--- src/rtl/router_out_arb.sv ---
// rtl/router_out_arb.sv - packet-atomic round-robin egress arbiter for three router output FIFOs
// Optional stall-timeout flush is enabled by defining ROUTER_OUT_ARB_TIMEOUT_EN.
module router_out_arb #(
    parameter int TIMEOUT = 30
) (
    input  logic       clock,
    input  logic       resetn,
    input  logic       fifo_empty_0,
    input  logic       fifo_empty_1,
    input  logic       fifo_empty_2,
    input  logic [7:0] data_out_0,
    input  logic [7:0] data_out_1,
    input  logic [7:0] data_out_2,
    input  logic       out_ready,
    output logic       read_enb_0,
    output logic       read_enb_1,
    output logic       read_enb_2,
    output logic       out_valid,
    output logic [7:0] out_data,
    output logic       soft_reset_0,
    output logic       soft_reset_1,
    output logic       soft_reset_2,
    output logic       busy,
    output logic [1:0] grant
);

    typedef enum logic [2:0] {
        S_IDLE,
        S_HDR_RD,
        S_HDR_LEN,
        S_PAYLOAD,
        S_FLUSH
    } state_t;

    state_t     state_q, state_d;
    logic [1:0] grant_q, grant_d;
    logic [6:0] remain_q, remain_d;
    logic       valid_q, valid_d;
    logic [7:0] hold_q, hold_d;
    // FIFO read data arrives one cycle after the strobe; rd_q marks that cycle
    logic       rd_q;

    logic [2:0] empty_v;
    logic       sel_empty;
    logic [7:0] data_sel;
    logic [1:0] c0, c1, c2;
    logic       found;
    logic [1:0] pick;
    logic       issue;
    logic       accept;
    logic       timeout_hit;

    assign empty_v = {fifo_empty_2, fifo_empty_1, fifo_empty_0};
    assign accept  = valid_q && out_ready;

    always_comb begin
        case (grant_q)
            2'd0: begin
                sel_empty = fifo_empty_0;
                data_sel  = data_out_0;
            end
            2'd1: begin
                sel_empty = fifo_empty_1;
                data_sel  = data_out_1;
            end
            default: begin
                sel_empty = fifo_empty_2;
                data_sel  = data_out_2;
            end
        endcase
    end

    // Round-robin candidates, starting just past the last served FIFO
    always_comb begin
        case (grant_q)
            2'd0: begin
                c0 = 2'd1;
                c1 = 2'd2;
                c2 = 2'd0;
            end
            2'd1: begin
                c0 = 2'd2;
                c1 = 2'd0;
                c2 = 2'd1;
            end
            default: begin
                c0 = 2'd0;
                c1 = 2'd1;
                c2 = 2'd2;
            end
        endcase
        found = 1'b1;
        pick  = grant_q;
        if (!empty_v[c0]) begin
            pick = c0;
        end else if (!empty_v[c1]) begin
            pick = c1;
        end else if (!empty_v[c2]) begin
            pick = c2;
        end else begin
            found = 1'b0;
        end
    end

`ifdef ROUTER_OUT_ARB_TIMEOUT_EN
    localparam int CNT_W = $clog2(TIMEOUT + 1);

    logic [CNT_W-1:0] stall_q, stall_d;
    logic             stalled;

    assign stalled     = (state_q != S_IDLE) && valid_q && !out_ready;
    assign timeout_hit = stalled && (stall_q == CNT_W'(TIMEOUT - 1));

    always_comb begin
        stall_d = '0;
        if (stalled && !timeout_hit) begin
            stall_d = stall_q + 1'b1;
        end
    end

    always_ff @(posedge clock) begin
        if (!resetn) begin
            stall_q <= '0;
        end else begin
            stall_q <= stall_d;
        end
    end
`else
    logic unused_cfg;

    assign timeout_hit = 1'b0;
    assign unused_cfg  = (TIMEOUT > 0);
`endif

    always_ff @(posedge clock) begin
        if (!resetn) begin
            state_q  <= S_IDLE;
            grant_q  <= 2'd2;
            remain_q <= '0;
            valid_q  <= 1'b0;
            hold_q   <= '0;
            rd_q     <= 1'b0;
        end else begin
            state_q  <= state_d;
            grant_q  <= grant_d;
            remain_q <= remain_d;
            valid_q  <= valid_d;
            hold_q   <= hold_d;
            rd_q     <= issue;
        end
    end

    always_comb begin
        state_d  = state_q;
        grant_d  = grant_q;
        remain_d = remain_q;
        case (state_q)
            S_IDLE: begin
                if (found) begin
                    grant_d = pick;
                    state_d = S_HDR_RD;
                end
            end
            S_HDR_RD: begin
                if (issue) begin
                    state_d = S_HDR_LEN;
                end
            end
            S_HDR_LEN: begin
                // payload bytes plus the trailing parity byte
                remain_d = 7'(out_data[7:2]) + 7'd1;
                state_d  = S_PAYLOAD;
            end
            S_PAYLOAD: begin
                if (issue) begin
                    remain_d = remain_q - 7'd1;
                    if (remain_q == 7'd1) begin
                        state_d = S_FLUSH;
                    end
                end
            end
            S_FLUSH: begin
                if (!valid_q || accept) begin
                    state_d = S_IDLE;
                end
            end
            default: state_d = S_IDLE;
        endcase
        if (timeout_hit) begin
            state_d  = S_IDLE;
            remain_d = '0;
        end
    end

    always_comb begin
        valid_d = valid_q;
        if (issue) begin
            valid_d = 1'b1;
        end else if (accept) begin
            valid_d = 1'b0;
        end
        if (timeout_hit) begin
            valid_d = 1'b0;
        end
        hold_d = rd_q ? data_sel : hold_q;
    end

    always_comb begin
        issue = 1'b0;
        if ((state_q == S_HDR_RD) || ((state_q == S_PAYLOAD) && (remain_q != 7'd0))) begin
            issue = !sel_empty && (!valid_q || out_ready);
        end
        read_enb_0   = issue && (grant_q == 2'd0);
        read_enb_1   = issue && (grant_q == 2'd1);
        read_enb_2   = issue && (grant_q == 2'd2);
        soft_reset_0 = timeout_hit && (grant_q == 2'd0);
        soft_reset_1 = timeout_hit && (grant_q == 2'd1);
        soft_reset_2 = timeout_hit && (grant_q == 2'd2);
        busy         = (state_q != S_IDLE);
        grant        = grant_q;
        out_valid    = valid_q;
        out_data     = rd_q ? data_sel : hold_q;
    end

endmodule

--- config.mk ---
export PLATFORM = sky130hd
export DESIGN_NAME = router_out_arb
export DESIGN_NICKNAME = d
export VERILOG_FILES = /design/src/rtl/router_out_arb.sv
export SDC_FILE = /design/constraint.sdc
export NUM_CORES = 1
export LEC_CHECK = 0
export ABC_AREA = 1
export CELL_PAD_IN_SITES_DETAIL_PLACEMENT = 1
export CELL_PAD_IN_SITES_GLOBAL_PLACEMENT = 2
export CORE_UTILIZATION = 27
export CTS_CLUSTER_DIAMETER = 200
export DETAILED_ROUTE_END_ITERATION = 10
export HOLD_SLACK_MARGIN = 0.08
export PLACE_DENSITY = 0.93
export SLEW_MARGIN = 20
export SYNTH_ARGS = -nofsm -noshare
export SYNTH_HDL_FRONTEND = slang
export SYNTH_SLANG_ARGS = --single-unit
export TNS_END_PERCENT = 100
--- constraint.sdc ---
create_clock -name clock -period 4.2 [get_ports clock]
set_input_delay 0.84 -clock clock [delete_from_list [all_inputs] [get_ports clock]]
set_output_delay 0.84 -clock clock [all_outputs]
set_load 0.005 [all_outputs]
[Yosys cells after proc, flatten, opt, wreduce, memory -nomap -nowiden]
Cells that the tools add are included.
Word-level totals
  bits in registers: 22
  bits in latches: 0
  bits in writable memories: 0
  bits in read-only memories: 0
  bits of input ports: 30
  output and inout port bits: 18
  word-level logic and storage cells: 73
  memories kept: 0
Cells by class
  $add $sub $neg: 2
  multipliers: 0
  divide/modulo/power cells: 0
  magnitude comparators: 3
  equality and inequality tests: 13
  shifts and indexed selects: 0
  multiplexer cells: 29
  bitwise operators: 0
  reduce and logical (&&, ||, !) cells: 20
Operators with widths (number)
  8-bit one-hot mux with 2 select lines: 1
  3-bit 2-to-1 mux: 5
  3-bit one-hot mux with 5 select lines: 1
  7-bit one-hot mux with 2 select lines: 1
  2-bit one-hot mux with 2 select lines: 3
  2-bit != test (second input constant): 5
  2-bit by 3-bit less-than comparator with 1-bit output (second input constant): 3
  1-bit 2-to-1 mux: 9
  8-bit 2-to-1 mux: 1
  6-bit by 1-bit adder with 7-bit output (second input constant): 1
  7-bit by 1-bit equality test with 1-bit output (second input constant): 1
  7-bit 2-to-1 mux: 1
  7-bit nonzero test: 1
  7-bit by 1-bit subtractor with 7-bit output (second input constant): 1
  1-bit binary-select mux with 2-bit select: 3
  3-bit by 2-bit equality test with 1-bit output (second input constant): 2
  1-bit logical AND: 6
  2-bit 2-to-1 mux: 3
  5-bit AND reduction: 1
  2-bit nonzero test: 2
  3-bit by 1-bit equality test with 1-bit output (second input constant): 1
  3-bit equality test (second input constant): 1
  3-bit zero test: 1
  1-bit logical OR: 3
  other kinds (9): 10

[Depth between registers and ports, before layout]
  word-level depth: 9
  depth in mapped cells: 13
  mapped depth without buffers: 13

[Least setup slack after synthesis]
OpenSTA, ideal clock, no wires.
  path type: input to output
  start: input out_ready
  end: output read_enb_2
  arrival time: 1.427 ns
  data required time: 3.360 ns
  setup slack: 1.933 ns
  cell stages on the path: 6
  path buffers: 0
  path through: inv_1 -> nand2_1 -> nand2_1 -> nor2_4 -> nand2_4 -> nor3_1
On the way
  word-level cells in the longest chain between the ends: 4
RTL lines
  from (decl): RTL line 14  | input logic out_ready,
  1-bit logical OR: RTL line 211  | issue = !sel_empty && (!valid_q || out_ready);
  1-bit logical AND: RTL line 211
  1-bit 2-to-1 mux: RTL line 210  | if ((state_q == S_HDR_RD) || ((state_q == S_PAYLOAD) && (remain_q != 7'd0))) begin
  1-bit logical AND: RTL line 215  | read_enb_2 = issue && (grant_q == 2'd2);
  to (decl): RTL line 17  | output logic read_enb_2,
No other way between the ends.

[Final worst setup path]
Ends and elaborated chain as after synthesis.

==> impl_metrics.json <==
{
  "grt_max_degree": 14,
  "cpMaxStageDelayCell": "clkdlybuf4s50_1",
  "yosysSeqAreaShare_pct": 26.73,
  "syn_inst": 247,
  "synth_area_per_cell_um2": 6.671,
  "antenna_found_initial": 0,
  "ir_drop_v": 0.0001919,
  "yosys_warnings": 0,
  "io_buffer_count": 44,
  "h-tree-depth": 1,
  "drive_gt1_share_pct": 15.92,
  "reg2regPathDepth": 11,
  "path_cells": "clkdlybuf4s50_1, inv_1, nand2_1, nand2_1, nor2_4, nand2_4, nor3_1, clkdlybuf4s50_1",
  "clock_latency_ns": 0.26,
  "min_period_over_period_pct": 78.87,
  "multi_input_area_um2": 1021,
  "fill_cells": 768,
  "ant_nets": 0,
  "rsz0062_at_grt": "no",
  "synthToLayoutAreaGrowth_pct": 32.88,
  "r2r_start": "grant[0]",
  "sequentialPowerShare_pct": 25.7,
  "num_rows": 28,
  "antennaDiodeCount": 0,
  "synth_top_cell_by_area": "dfxtp_1",
  "syn_area_um2": 1648,
  "cp.required_ns": 3.36,
  "final_util_pct": 36.98,
  "grt_pass1_wl_mm": 8.010,
  "worstHoldPathCells": 2,
  "vias": 1714,
  "overflow": 0,
  "crit_family": "buffers and inverters",
  "p_sw_share_pct": 46.86,
  "seq_area_um2": 440.4,
  "p_leak_nw": 0.9696,
  "crit_fanout": 6,
  "ys_seq_elements": 22,
  "r2r-end": "remain_q[4]",
  "clock_power_share_pct": 12.5,
  "gp_congestion": 0.7734,
  "reg2reg_slack_ns": 2.10,
  "die_x_um": 80.12,
  "crit_path_start_kind": "primary input",
  "p_per_area_nw_per_um2": 568.5,
  "clockBufferDepth": 2,
  "core_um2": 5921,
  "cap_violations": 0,
  "fp.dieH_um": 80.12,
  "wl_per_cell_um": 12.66,
  "synth_top_area_share_pct": 26.73,
  "timing.fmax_ghz": 0.3019,
  "cts-root-buf": "clkbuf_8",
  "period_minus_slack_ns": 3.313,
  "synth.area.top_cells": "dfxtp_1, nand2_1, a21oi_1",
  "max_slew_margin_pct": 61.41,
  "die_area_um2": 6419,
  "path_clk_slew_ns": 0.08,
  "first_pass_iters": 4,
  "cts_hold_buf": 0,
  "final_max_slew_viol_count": 0,
  "ioPinCount": 48,
  "setup_violations": 0,
  "status": "finished, final reports clean",
  "final_hold_viol_count": 0,
  "numCtsBuffers": 3,
  "yosysUniqueCellTypes": 36,
  "place_hpwl_mm": 3.712,
  "cp.arrival_ns": 2.47,
  "worst_pin_slew_ns": 0.5782,
  "critPathBufInv": 3,
  "ctsResizeCount": 0,
  "drtIter0Drc": 48,
  "intPower_uw": 661.6,
  "share_comb_of_total_power_pct": 61.8,
  "hold_start": "hold_q[3]",
  "cts_tree": "yes",
  "hold_end": "hold_q[3]",
  "post_cts_buffers": 0,
  "power_switching_uw": 583.3,
  "fin_nets": 324,
  "max_stage_delay_ns": 0.53,
  "avgViaCountPerCell": 4.709,
  "grt_usage_pct": 15.80,
  "cts.sinks": 22,
  "wl_mm": 4.609,
  "cp.depth": 8,
  "skew_ns": 0.007184,
  "final.setup.tns_ns": 0,
  "drc": 0,
  "hold_class": "flip-flop to flip-flop",
  "critPathKind": "primary input to output port",
  "grt_pass1_vias": 1757,
  "start_util_pct": 27.83,
  "cp-end-kind": "output port"
}
## area by class of cell
| cell class | count | share of cell area, % |
|---|---|---|
| Timing Repair Buffer | 45 | 20.46 |
| Clock buffer | 4 | 2.514 |
| Inverter | 35 | 6.000 |
| Multi-Input combinational cell | 183 | 46.63 |
| Sequential cell | 22 | 20.11 |
| Tap cell | 75 | 4.286 |
## worst register-to-register path: cells and delay by family (launching register included)
family | cells | cell delay [ns]
buffers and inverters | 2 | 0.26
flip-flops | 1 | 0.39
adder cells (fa/ha/maj) | 1 | 0.21
AO/OA/AOI/OAI | 1 | 0.08
AND/OR/NAND/NOR | 7 | 1.06
## registers in the layout, indices dropped and copies added (netlist names)
signal and flops:
remain_q 7, out_valid 1, state_q 3, rd_q 1, hold_q 8, grant 2
## synth_stat cells, drive strengths merged
cell type / instances
nor2: 36
nand2: 57
ha: 4
a21oi: 24
a22oi: 1
xor2: 2
o21ai: 15
clkbuf: 1
nor3: 1
or2: 3
nand3b: 3
nand3: 25
o21a: 1
nand4: 4
buf: 8
nor4: 1
dfxtp: 22
xnor2: 1
clkinv: 1
o31ai: 1
inv: 34
o211ai: 1
conb: 1
## worst max-delay path by stage
stage	from	endpoint	slack [ns]
CTS	out_ready	read_enb_2	0.87
global placement	out_ready	read_enb_2	0.92
finish	out_ready	read_enb_2	0.89
global route	out_ready	read_enb_2	0.81
detailed placement	out_ready	read_enb_2	0.87
floorplan	out_ready	read_enb_2	1.93
## power by group through the flow
stage          registers, mW  logic, mW  clock network (mW)
2_1_floorplan          0.317      0.530                   0
3_3_place_gp           0.322      0.759                   0
3_5_place_dp           0.323      0.778                   0
4_1_cts                0.319      0.784               0.161
5_1_grt                0.329      0.871               0.170
6_report               0.319      0.770               0.156
## routing by layer
layer | up-vias | wire length, um | part of all wire [%] | global-route usage [%]
met4 | 0 | 35 | 0.76 | 3.750
li1 | 871 | - | - | -
met3 | 4 | 125 | 2.7 | 1.818
met5 | - | 0 | 0 | 0
met2 | 29 | 2182 | 47 | 27.86
met1 | 810 | 2267 | 49 | 20.37
## per-stage QoR
| stage | setup WS (ns) | instances | hold slack (ns) | power, mW | area, um^2 |
|---|---|---|---|---|---|
| after detailed placement | 0.8672 | 360 | 0.4899 | 1.101 | 2135 |
| final | 0.8874 | 364 | 0.5011 | 1.245 | 2190 |
| after CTS | 0.8704 | 364 | 0.5020 | 1.264 | 2190 |
| after global routing | 0.8066 | 364 | 0.5414 | 1.370 | 2190 |
| after floorplan | 1.933 | 249 | 0.4687 | 0.8463 | 1655 |
| after global placement | 0.9183 | 360 | 0.4798 | 1.082 | 2135 |
## cell usage in the layout, fill, tap and decap left out, drive strengths merged, types with 2 or more instances in the layout
cell type      count
inv               34
nand2             57
nand3             25
or2                3
o21ai             15
clkbuf             4
dfxtp             22
conb               3
a21oi             24
nor2              36
nand3b             3
ha                 4
xor2               2
clkdlybuf4s50     44
nand4              4
## cell families (layout without fill, tap and decap cells)
group,after synthesis,in the layout,synth area share (%)
AO/OA/AOI/OAI,43,43,14.58
XOR/XNOR,3,3,1.595
adder cells (fa/ha/maj),4,4,3.037
buffers and inverters,44,84,11.77
flip-flops,22,22,26.73
other,1,3,0.2276
AND/OR/NAND/NOR,130,130,42.07
No activity file was read; power rests on OpenSTA's default activity.
